`src/rtl/usb_ahb_pkg.sv`:
```
// Shared types for the AHB-Lite initiator: bus encodings,
// FSM states and the address/data-phase pipeline entries.
package usb_ahb_pkg;

  localparam int AHB_ADDR_W = 7;
  localparam int AHB_DATA_W = 32;

  localparam logic [1:0] HTRANS_IDLE   = 2'b00;
  localparam logic [1:0] HTRANS_NONSEQ = 2'b10;

  localparam logic [1:0] HSIZE_BYTE = 2'b00;
  localparam logic [1:0] HSIZE_HALF = 2'b01;
  localparam logic [1:0] HSIZE_WORD = 2'b10;

  typedef enum logic [1:0] {
    RUN  = 2'b00,
    ERR1 = 2'b01,
    ERR2 = 2'b10
  } ahbm_state_t;

  typedef struct packed {
    logic                  valid;
    logic                  write;
    logic [AHB_ADDR_W-1:0] addr;
    logic [1:0]            size;
    logic [AHB_DATA_W-1:0] wdata;
  } ap_t;

  typedef struct packed {
    logic                  valid;
    logic                  write;
    logic [AHB_DATA_W-1:0] wdata;
  } dp_t;

endpackage

```
`src/rtl/ahb_master_controller_if.sv`:
```
// Command/response port plus AHB-Lite bus signals;
// master = initiator side, slave = harness/bus side.
interface ahb_master_controller_if #(
  parameter int ADDR_W = 7,
  parameter int DATA_W = 32
);
  logic              cmd_valid;
  logic              cmd_ready;
  logic              cmd_write;
  logic [ADDR_W-1:0] cmd_addr;
  logic [1:0]        cmd_size;
  logic [DATA_W-1:0] cmd_wdata;
  logic              rsp_valid;
  logic [DATA_W-1:0] rsp_rdata;
  logic              rsp_error;
  logic              hsel;
  logic [ADDR_W-1:0] haddr;
  logic [1:0]        htrans;
  logic [1:0]        hsize;
  logic              hwrite;
  logic [DATA_W-1:0] hwdata;
  logic [DATA_W-1:0] hrdata;
  logic              hready;
  logic              hresp;

  modport master (
    input  cmd_valid, cmd_write, cmd_addr,
    input  cmd_size, cmd_wdata,
    input  hrdata, hready, hresp,
    output cmd_ready, rsp_valid, rsp_rdata,
    output rsp_error, hsel, haddr, htrans,
    output hsize, hwrite, hwdata
  );

  modport slave (
    output cmd_valid, cmd_write, cmd_addr,
    output cmd_size, cmd_wdata,
    output hrdata, hready, hresp,
    input  cmd_ready, rsp_valid, rsp_rdata,
    input  rsp_error, hsel, haddr, htrans,
    input  hsize, hwrite, hwdata
  );

endinterface

```
`src/rtl/ahb_master_controller.sv`:
```
// AHB-Lite single-transfer initiator with two-stage AP/DP pipeline.
// Define AHB_MASTER_PIPELINE_EN for overlapped address/data phases.
module ahb_master_controller
  import usb_ahb_pkg::*;
#(
  parameter int ADDR_W = AHB_ADDR_W,
  parameter int DATA_W = AHB_DATA_W
) (
  input logic clk,
  input logic rst,
  ahb_master_controller_if.master bus
);

  ap_t               r_ap;
  dp_t               r_dp;
  ahbm_state_t       r_state;
  logic              r_rsp_valid;
  logic              r_rsp_error;
  logic [DATA_W-1:0] r_rsp_rdata;

  logic w_adv;
  logic w_slot;
  logic w_ready;
  logic w_accept;
  logic w_done;

  assign w_adv = bus.hready && (r_state != ERR1);

`ifdef AHB_MASTER_PIPELINE_EN
  assign w_slot = !r_ap.valid || w_adv;
`else
  assign w_slot = !r_ap.valid && !r_dp.valid;
`endif

  assign w_ready  = !rst && w_slot && (r_state == RUN);
  assign w_accept = bus.cmd_valid && w_ready;
  assign w_done   = r_dp.valid && bus.hready;

  always_ff @(posedge clk or posedge rst) begin
    if (rst) begin
      r_ap        <= '0;
      r_dp        <= '0;
      r_state     <= RUN;
      r_rsp_valid <= 1'b0;
      r_rsp_error <= 1'b0;
      r_rsp_rdata <= '0;
    end else begin
      r_rsp_valid <= 1'b0;
      unique case (r_state)
        RUN: begin
          if (w_done) begin
            r_rsp_valid <= 1'b1;
            r_rsp_error <= bus.hresp;
            r_rsp_rdata <= r_dp.write ? '0 : bus.hrdata;
          end else if (r_dp.valid && bus.hresp) begin
            r_state <= ERR1;
          end
        end
        ERR1: begin
          // second error cycle: retire the failed beat, keep AP
          if (bus.hready) begin
            r_rsp_valid <= 1'b1;
            r_rsp_error <= 1'b1;
            r_rsp_rdata <= '0;
            r_dp.valid  <= 1'b0;
            r_state     <= RUN;
          end
        end
        default: r_state <= RUN;
      endcase
      if (w_adv) begin
        r_dp.valid <= r_ap.valid;
        r_dp.write <= r_ap.write;
        r_dp.wdata <= r_ap.wdata;
      end
      if (w_accept) begin
        r_ap.valid <= 1'b1;
        r_ap.write <= bus.cmd_write;
        r_ap.addr  <= AHB_ADDR_W'(bus.cmd_addr);
        r_ap.size  <= bus.cmd_size;
        r_ap.wdata <= AHB_DATA_W'(bus.cmd_wdata);
      end else if (w_adv) begin
        r_ap.valid <= 1'b0;
      end
    end
  end

  assign bus.cmd_ready = w_ready;
  assign bus.htrans    = (r_ap.valid && r_state == RUN)
                       ? HTRANS_NONSEQ : HTRANS_IDLE;
  assign bus.hsel      = (bus.htrans != HTRANS_IDLE);
  assign bus.haddr     = ADDR_W'(r_ap.addr);
  assign bus.hsize     = r_ap.size;
  assign bus.hwrite    = r_ap.write;
  assign bus.hwdata    = DATA_W'(r_dp.wdata);
  assign bus.rsp_valid = r_rsp_valid;
  assign bus.rsp_rdata = r_rsp_rdata;
  assign bus.rsp_error = r_rsp_error;

endmodule

```
`src/flat_wrapper.sv`:
```
// flat-port wrapper written by rule: the top's interface ports become plain ports
module ahb_master_controller_flat import usb_ahb_pkg::*;
#(
  parameter int ADDR_W = AHB_ADDR_W,
  parameter int DATA_W = AHB_DATA_W
)
  (clk, rst, bus_cmd_valid, bus_cmd_write, bus_cmd_addr, bus_cmd_size, bus_cmd_wdata, bus_hrdata, bus_hready, bus_hresp, bus_cmd_ready, bus_rsp_valid, bus_rsp_rdata, bus_rsp_error, bus_hsel, bus_haddr, bus_htrans, bus_hsize, bus_hwrite, bus_hwdata);
  ahb_master_controller_if #(.ADDR_W(ADDR_W), .DATA_W(DATA_W)) bus_i ();
  input logic clk;
  input logic rst;
  input wire logic [$bits(bus_i.cmd_valid)-1:0] bus_cmd_valid;
  input wire logic [$bits(bus_i.cmd_write)-1:0] bus_cmd_write;
  input wire logic [$bits(bus_i.cmd_addr)-1:0] bus_cmd_addr;
  input wire logic [$bits(bus_i.cmd_size)-1:0] bus_cmd_size;
  input wire logic [$bits(bus_i.cmd_wdata)-1:0] bus_cmd_wdata;
  input wire logic [$bits(bus_i.hrdata)-1:0] bus_hrdata;
  input wire logic [$bits(bus_i.hready)-1:0] bus_hready;
  input wire logic [$bits(bus_i.hresp)-1:0] bus_hresp;
  output wire logic [$bits(bus_i.cmd_ready)-1:0] bus_cmd_ready;
  output wire logic [$bits(bus_i.rsp_valid)-1:0] bus_rsp_valid;
  output wire logic [$bits(bus_i.rsp_rdata)-1:0] bus_rsp_rdata;
  output wire logic [$bits(bus_i.rsp_error)-1:0] bus_rsp_error;
  output wire logic [$bits(bus_i.hsel)-1:0] bus_hsel;
  output wire logic [$bits(bus_i.haddr)-1:0] bus_haddr;
  output wire logic [$bits(bus_i.htrans)-1:0] bus_htrans;
  output wire logic [$bits(bus_i.hsize)-1:0] bus_hsize;
  output wire logic [$bits(bus_i.hwrite)-1:0] bus_hwrite;
  output wire logic [$bits(bus_i.hwdata)-1:0] bus_hwdata;
  assign bus_i.cmd_valid = bus_cmd_valid;
  assign bus_i.cmd_write = bus_cmd_write;
  assign bus_i.cmd_addr = bus_cmd_addr;
  assign bus_i.cmd_size = bus_cmd_size;
  assign bus_i.cmd_wdata = bus_cmd_wdata;
  assign bus_i.hrdata = bus_hrdata;
  assign bus_i.hready = bus_hready;
  assign bus_i.hresp = bus_hresp;
  assign bus_cmd_ready = bus_i.cmd_ready;
  assign bus_rsp_valid = bus_i.rsp_valid;
  assign bus_rsp_rdata = bus_i.rsp_rdata;
  assign bus_rsp_error = bus_i.rsp_error;
  assign bus_hsel = bus_i.hsel;
  assign bus_haddr = bus_i.haddr;
  assign bus_htrans = bus_i.htrans;
  assign bus_hsize = bus_i.hsize;
  assign bus_hwrite = bus_i.hwrite;
  assign bus_hwdata = bus_i.hwdata;
  ahb_master_controller #(.ADDR_W(ADDR_W), .DATA_W(DATA_W)) u_core (.clk(clk), .rst(rst), .bus(bus_i));
endmodule
```
`config.mk`:
```
export PLATFORM = sky130hd
export DESIGN_NAME = ahb_master_controller_flat
export DESIGN_NICKNAME = d
export VERILOG_FILES = /design/src/rtl/usb_ahb_pkg.sv /design/src/rtl/ahb_master_controller_if.sv /design/src/rtl/ahb_master_controller.sv /design/src/flat_wrapper.sv
export SDC_FILE = /design/constraint.sdc
export NUM_CORES = 1
export LEC_CHECK = 0
export ABC_AREA = 1
export BUFFER_PORTS_ARGS = -buffer_cell sky130_fd_sc_hd__buf_2
export CAP_MARGIN = 10
export CORE_UTILIZATION = 50
export CTS_CLUSTER_DIAMETER = 80
export CTS_CLUSTER_SIZE = 40
export DETAILED_ROUTE_END_ITERATION = 6
export PLACE_DENSITY = 0.81
export RECOVER_POWER = 50
export REMOVE_ABC_BUFFERS = 1
export SETUP_SLACK_MARGIN = 0.15
export SLEW_MARGIN = 20
export SYNTH_ARGS = -nofsm -noshare
export SYNTH_HDL_FRONTEND = slang
export SYNTH_SLANG_ARGS = --single-unit
```
`constraint.sdc`:
```
create_clock -name clk -period 4 [get_ports clk]
set_input_delay 0.2 -clock clk [delete_from_list [all_inputs] [get_ports clk]]
set_output_delay 0.2 -clock clk [all_outputs]
set_load 0.03 [all_outputs]
```
==> results of run 1 <==
==> kinds of logic (layout without fill, tap and decap cells) <==
group	count (synthesis)	in the layout
buf+inv	81	184
other cells	1	1
compound gates	37	37
flops	112	112
simple gates	299	299
==> registers in the layout, indices dropped and copies added (netlist names) <==
signal,cells
u_core.r_ap,33
u_core.bus.hwdata,32
u_core.bus.rsp_rdata,32
u_core.bus.haddr,7
u_core.bus.hsize,2
u_core.r_dp,2
u_core.bus.hwrite,1
u_core.bus.rsp_error,1
u_core.bus.rsp_valid,1
u_core.r_state,1
==> worst paths after layout <==
path	cells past startpoint	end	startpoint
min in group asynchronous	2	u_core.bus.rsp_rdata[0]$_DFFE_PP0P_	rst
max	5	u_core.r_ap[13]$_DFFE_PP0P_	u_core.r_state[0]$_DFFE_PP0P_
min	3	u_core.bus.rsp_rdata[1]$_DFFE_PP0P_	bus_hrdata[1]
max in group asynchronous	3	u_core.r_ap[5]$_DFFE_PP0P_	rst
max reg2reg	5	u_core.r_ap[13]$_DFFE_PP0P_	u_core.r_state[0]$_DFFE_PP0P_
min reg2reg	2	u_core.bus.haddr[2]$_DFFE_PP0P_	u_core.bus.haddr[2]$_DFFE_PP0P_
==> cells in the mapped netlist <==
cell | instances | area share
nand2_1 | 248 | 0.19
dfrtp_1 | 112 | 0.59
buf_4 | 45 | 0.071
nand4_1 | 42 | 0.055
o21ai_1 | 26 | 0.027
buf_2 | 25 | 0.026
o21ai_0 | 10 | 0.010
clkbuf_1 | 4 | 0.0031
inv_1 | 4 | 0.0031
inv_2 | 2 | 0.0016
nor2_1 | 2 | 0.0016
nor2_4 | 2 | 0.0047
and2_1 | 1 | 0.0013
buf_6 | 1 | 0.0024
conb_1 | 1 | 0.00078
nand3_2 | 1 | 0.0021
nor2_2 | 1 | 0.0013
nor2_8 | 1 | 0.0042
nor3_1 | 1 | 0.0010
o21ai_4 | 1 | 0.0034
==> critical path, cell delays in order (launching register included) <==
cell     delay [ns]
dfrtp_1        0.56
nor2_4         0.14
buf_4          0.39
nand3_2        0.76
nand2_1        0.27
nand2_1        0.09
==> power groups by stage <==
stage / combinational, mW / sequential, mW / clock [mW]
4_1_cts: 1.75 / 1.85 / 0.607
5_1_grt: 1.82 / 1.92 / 0.655
3_5_place_dp: 1.75 / 1.87 / 0
6_report: 1.65 / 1.87 / 0.588
3_3_place_gp: 1.71 / 1.85 / 0
2_1_floorplan: 0.545 / 2.48 / 0
==> cell type report <==
| class | count | area, um^2 | share of cell area |
|---|---|---|---|
| Clock inverter | 4 | 31.28 | 0.005817 |
| Tap cell | 129 | 161.4 | 0.03001 |
| Multi-Input combinational cell | 337 | 1476 | 0.2745 |
| Timing Repair Buffer | 162 | 747.0 | 0.1389 |
| Inverter | 6 | 23.77 | 0.004421 |
| Clock buffer | 12 | 135.1 | 0.02513 |
| Sequential cell | 112 | 2803 | 0.5212 |
==> metrics by stage <==
step | util | instances | cell area [um^2] | setup slack (ns)
floorplan | - | 455 | 4297 | 0.8410
global placement | 0.5716 | 745 | 5281 | 1.773
detailed placement | 0.5716 | 745 | 5281 | 1.620
CTS | 0.5896 | 761 | 5448 | 1.594
global route | 0.5820 | 762 | 5378 | 1.162
finish | 0.5820 | 762 | 5378 | 1.618
==> cells in the final DEF, fill, tap and decap left out <==
| master | instances |
|---|---|
| nand2_1 | 248 |
| dfrtp_1 | 112 |
| clkbuf_1 | 80 |
| buf_2 | 80 |
| nand4_1 | 42 |
| o21ai_1 | 26 |
| o21ai_0 | 10 |
| clkbuf_8 | 9 |
| buf_4 | 4 |
| nor2_4 | 3 |
| inv_1 | 3 |
| clkinvlp_4 | 3 |
| inv_2 | 2 |
| nor2_1 | 2 |
| nand3_2 | 1 |
| o21ai_4 | 1 |
| nor2_8 | 1 |
| and2_1 | 1 |
| clkinvlp_2 | 1 |
| nor3_1 | 1 |
| conb_1 | 1 |
| clkinv_4 | 1 |
| buf_16 | 1 |
==> layer usage <==
layer / GRT usage / vias up / share of wire
li1: - / 1846 / -
met1: 0.2813 / 1807 / 0.44
met2: 0.3592 / 156 / 0.46
met3: 0.05223 / 11 / 0.084
met4: 0.05769 / 0 / 0.011
met5: 0 / - / 0
==> flow_summary.toml, run 1 <==
[pwr]
switchingPower_mw = 1.880
clock_power_share = 0.143
ir_drop_uv = 369.3
combPwrFrac = 0.402
power.density_nw_per_um2 = 762.9
netSwitchingFraction = 0.4582
power_frac_seq = 0.455
p_leak_nw = 2.822
p_int_mw = 2.223
p_total_mw = 4.103

[synth]
synth-simple-area-share = 0.2656
synth_area_per_cell_um2 = 9.030
synth_area_um2 = 4786
synth_top_family_by_area = "simple AND/OR/NAND/NOR gates"
synth_xor_area_frac = 0
synth_compound_area_frac = 0.04105
ys_ff_latch = 112
seq_area_frac_synth = 0.5856
yosysWarningCount = 0
synth_cell_types = 20
synthCells = 530
synthAdderAreaFrac = 0
synth.area.mux_share = 0

[critical_path]
r2r_setup_slack_ns = 1.62
endpoint_kind = "register"
cp_max_fo = 45
crit_type = "register to register"
required_ns = 4.23
critPathArrivalTime_ns = 2.61
critPathLaunchType = "register"

[timing]
tightest_slew_ns = 3.034
finalHoldViolCount = 0
post-route-period-util = 0.5956
fmax_ghz = 0.4198
finalClockSkew_ns = 0.01454
rsz0062_at_grt = "no"
finalMaxSlewViolations = 72
fin_crit_ns = 2.382
whs_ns = 0.08150
slew_headroom = -1.034
finalSetupViolCount = 0
timing.setup.tns_ns = 0

[floorplan]
die_area_um2 = 9967
die_h_um = 99.84
row_count = 35
core_area_um2 = 9240
initial_core_util = 0.5179
top_level_ports = 159
die-width_um = 99.84

[outcome]
status = "complete, but fails checks"
violations = "capacitance limit, slew limit"

[hold_path]
min_path_type = "input port to register"

[clocking]
clkLatencyLatePin_ns = 0.36
cts_tree = "done"
cts.sinks = 112
post_cts_buffers = 0
htreeDepth = 3
cts_resized = 0
clk_pin_slew_ns = 0.11
hold_buffers = 0
cts_root_buffer = "clkbuf_8"
cts_buffers = 9
cts.path.max_buffers = 2

[grt]
overflow = 0
antenna_found_initial = 0
grt_pass1_vias = 3578
grt_use_total = 0.2147
grt_pass1_wl_um = 16830
grt_max_degree = 72

[placement]
hpwl_um = 6874
gp_congestion = 0.7803
portBuffers = 157

[routing]
drtIter0Drc = 140
drcViolationCount = 0
wire_per_inst_um = 13.32
drtAntennaViolNets = 0
drt_pass1_iterations = 6
vias_per_cell = 5.013
drt-total-wl_um = 10150
dr_total_vias = 3820

[final_layout]
drive_gt1_frac = 0.1690
n_fill_cell = 898
area_growth_syn_to_layout_pct = 12.37
antenna_cells = 0
fin_nets = 707

[job]
cap_viol_max_count = 1
Power figures use the tool's default switching activity.
==> run 2, diff against run 1 <==
- CORE_UTILIZATION: 50 -> 45
- PLACE_DENSITY: 0.81 -> 0.77
- clock period: 4 -> 2.1 ns (I/O delays scaled with it)
==> run 2 against run 1 <==
The flow now finishes without violations. Combinational power rose by 100%. Die area rose by 11%. Final cell count rose by 9.3%. Flip-flop and latch count did not move. Core utilization rose by 0.085 points. Setup slack got worse by 1.4 ns. Sequential power rose by 89%.
==> flow_summary.toml, run 2 (synthesis gave the netlist of run 1 again) <==
[timing]
post-route-period-util = 0.8861
slew_headroom = 0.4152
finalSetupViolCount = 0
tightest_slew_ns = 0.8759
finalMaxSlewViolations = 0
whs_ns = 0.005934
finalHoldViolCount = 0
rsz0062_at_grt = "no"
finalClockSkew_ns = 0.01714
fin_crit_ns = 1.861
fmax_ghz = 0.5374

[final_layout]
fin_nets = 771
area_growth_syn_to_layout_pct = 25.73
drive_gt1_frac = 0.1822
regMostFlops = "u_core.r_ap"
antenna_cells = 0
most-common-layout-cells = "nand2_1, dfrtp_1, buf_2"
final_util = 0.5828
mostFrequentLayoutCell = "nand2_1"
largest_reg_flops = 33
n_fill_cell = 921

[pwr]
ir_drop_uv = 731.9
p_leak_nw = 3.134
power.density_nw_per_um2 = 1355

[critical_path]
required_ns = 2.00
critPathLaunchType = "register"
critPathArrivalTime_ns = 1.76
cpPeakStageDelay_ns = 0.58
crit_type = "register to primary output"
endpoint_kind = "primary output"
r2r_setup_slack_ns = 0.49
slowest_stage = "dfrtp_1"
cp_max_fo = 9
worstPathCellList = "nor2_4, buf_4, and2_1, buf_2"

[floorplan]
die_h_um = 105.1
row_count = 37
initial_core_util = 0.4636
core_area_um2 = 10320
die-width_um = 105.1
top_level_ports = 159
die_area_um2 = 11050

[clocking]
cts_buffers = 9
clkLatencyLatePin_ns = 0.36
cts_tree = "done"
clk_pin_slew_ns = 0.11
cts.sinks = 112
cts_root_buffer = "clkbuf_8"
cts.path.max_buffers = 2
htreeDepth = 3

[grt]
overflow = 0
grt_use_total = 0.2174
antenna_found_initial = 0
grt_max_degree = 61
grt_pass1_vias = 4042
grt_pass1_wl_um = 18990

[placement]
gp_congestion = 0.8249
hpwl_um = 7385
portBuffers = 157

[routing]
wire_per_inst_um = 13.91
vias_per_cell = 4.860
drt_pass1_iterations = 4
drtIter0Drc = 268
drt-total-wl_um = 11590
dr_total_vias = 4048
drcViolationCount = 0
drtAntennaViolNets = 0

[job]
cap_viol_max_count = 0

[hold_path]
min_path_type = "input port to register"

[outcome]
status = "finished, final reports clean"
## run 2: layout make-up
type                    count  area, um^2  share of cell area
well taps                 136       170.2             0.02828
inverters                   6       22.52            0.003743
clock inverters             6       65.06             0.01081
flip-flops and latches    112        2803              0.4658
clock buffers              10       137.6             0.02287
multi-input cells         338        1483              0.2464
repair buffers            225        1336              0.2221
## run 2: metrics by stage
stage	power (mW)	instances	cell area [um^2]	setup WS, ns	TNS (ns)
after floorplan	5.767	455	4297	-0.9640	-119.62
after global routing	8.712	833	6017	0.1529	0
final	8.151	833	6017	0.2393	0
after global placement	6.824	762	5378	0.6385	0
after CTS	8.323	830	6101	0.1909	0
after detailed placement	6.932	762	5378	0.5453	0
## run 2: what timing repair did
action / in CTS / in global routing
hold endpoints to repair: 93 / 0
gates resized for setup: 0 / 1
hold buffers: 52 / 0
setup endpoints to repair: 0 / 1
setup buffers: 0 / 2
## run 2: metal layers
metal	global-route usage	vias up	share of wire
li1	-	1976	-
met1	0.2616	1909	0.43
met2	0.3931	153	0.50
met3	0.05115	10	0.069
met4	0.05030	0	0.0087
met5	0	-	0
## run 2: critical path: cells and delay by family, from the launching register on
kind / cells / cell delay, ns
DFF: 1 / 0.58
and+or+nand+nor: 2 / 0.43
buffers and inverters: 2 / 0.40
## run 2: path summary, 6_finish.rpt
check                                                            end  cells after the start                           from
worst min register to register     u_core.bus.hwdata[25]$_DFFE_PP0P_                      2    u_core.r_ap[25]$_DFFE_PP0P_
worst min-delay path                   u_core.bus.hwrite$_DFFE_PP0P_                      3                  bus_cmd_write
min in group asynchronous              u_core.bus.hwrite$_DFFE_PP0P_                      3                            rst
worst max register to register  u_core.bus.rsp_rdata[31]$_DFFE_PP0P_                      4  u_core.r_state[0]$_DFFE_PP0P_
max in group asynchronous           u_core.bus.hwdata[9]$_DFFE_PP0P_                      4                            rst
worst max-delay path                                   bus_cmd_ready                      4  u_core.r_state[0]$_DFFE_PP0P_
## run 2: power by group
part,total [mW],switching [mW],internal (mW)
logic,3.30,2.42,0.872
registers,3.54,0.511,3.03
clock network,1.31,0.723,0.590
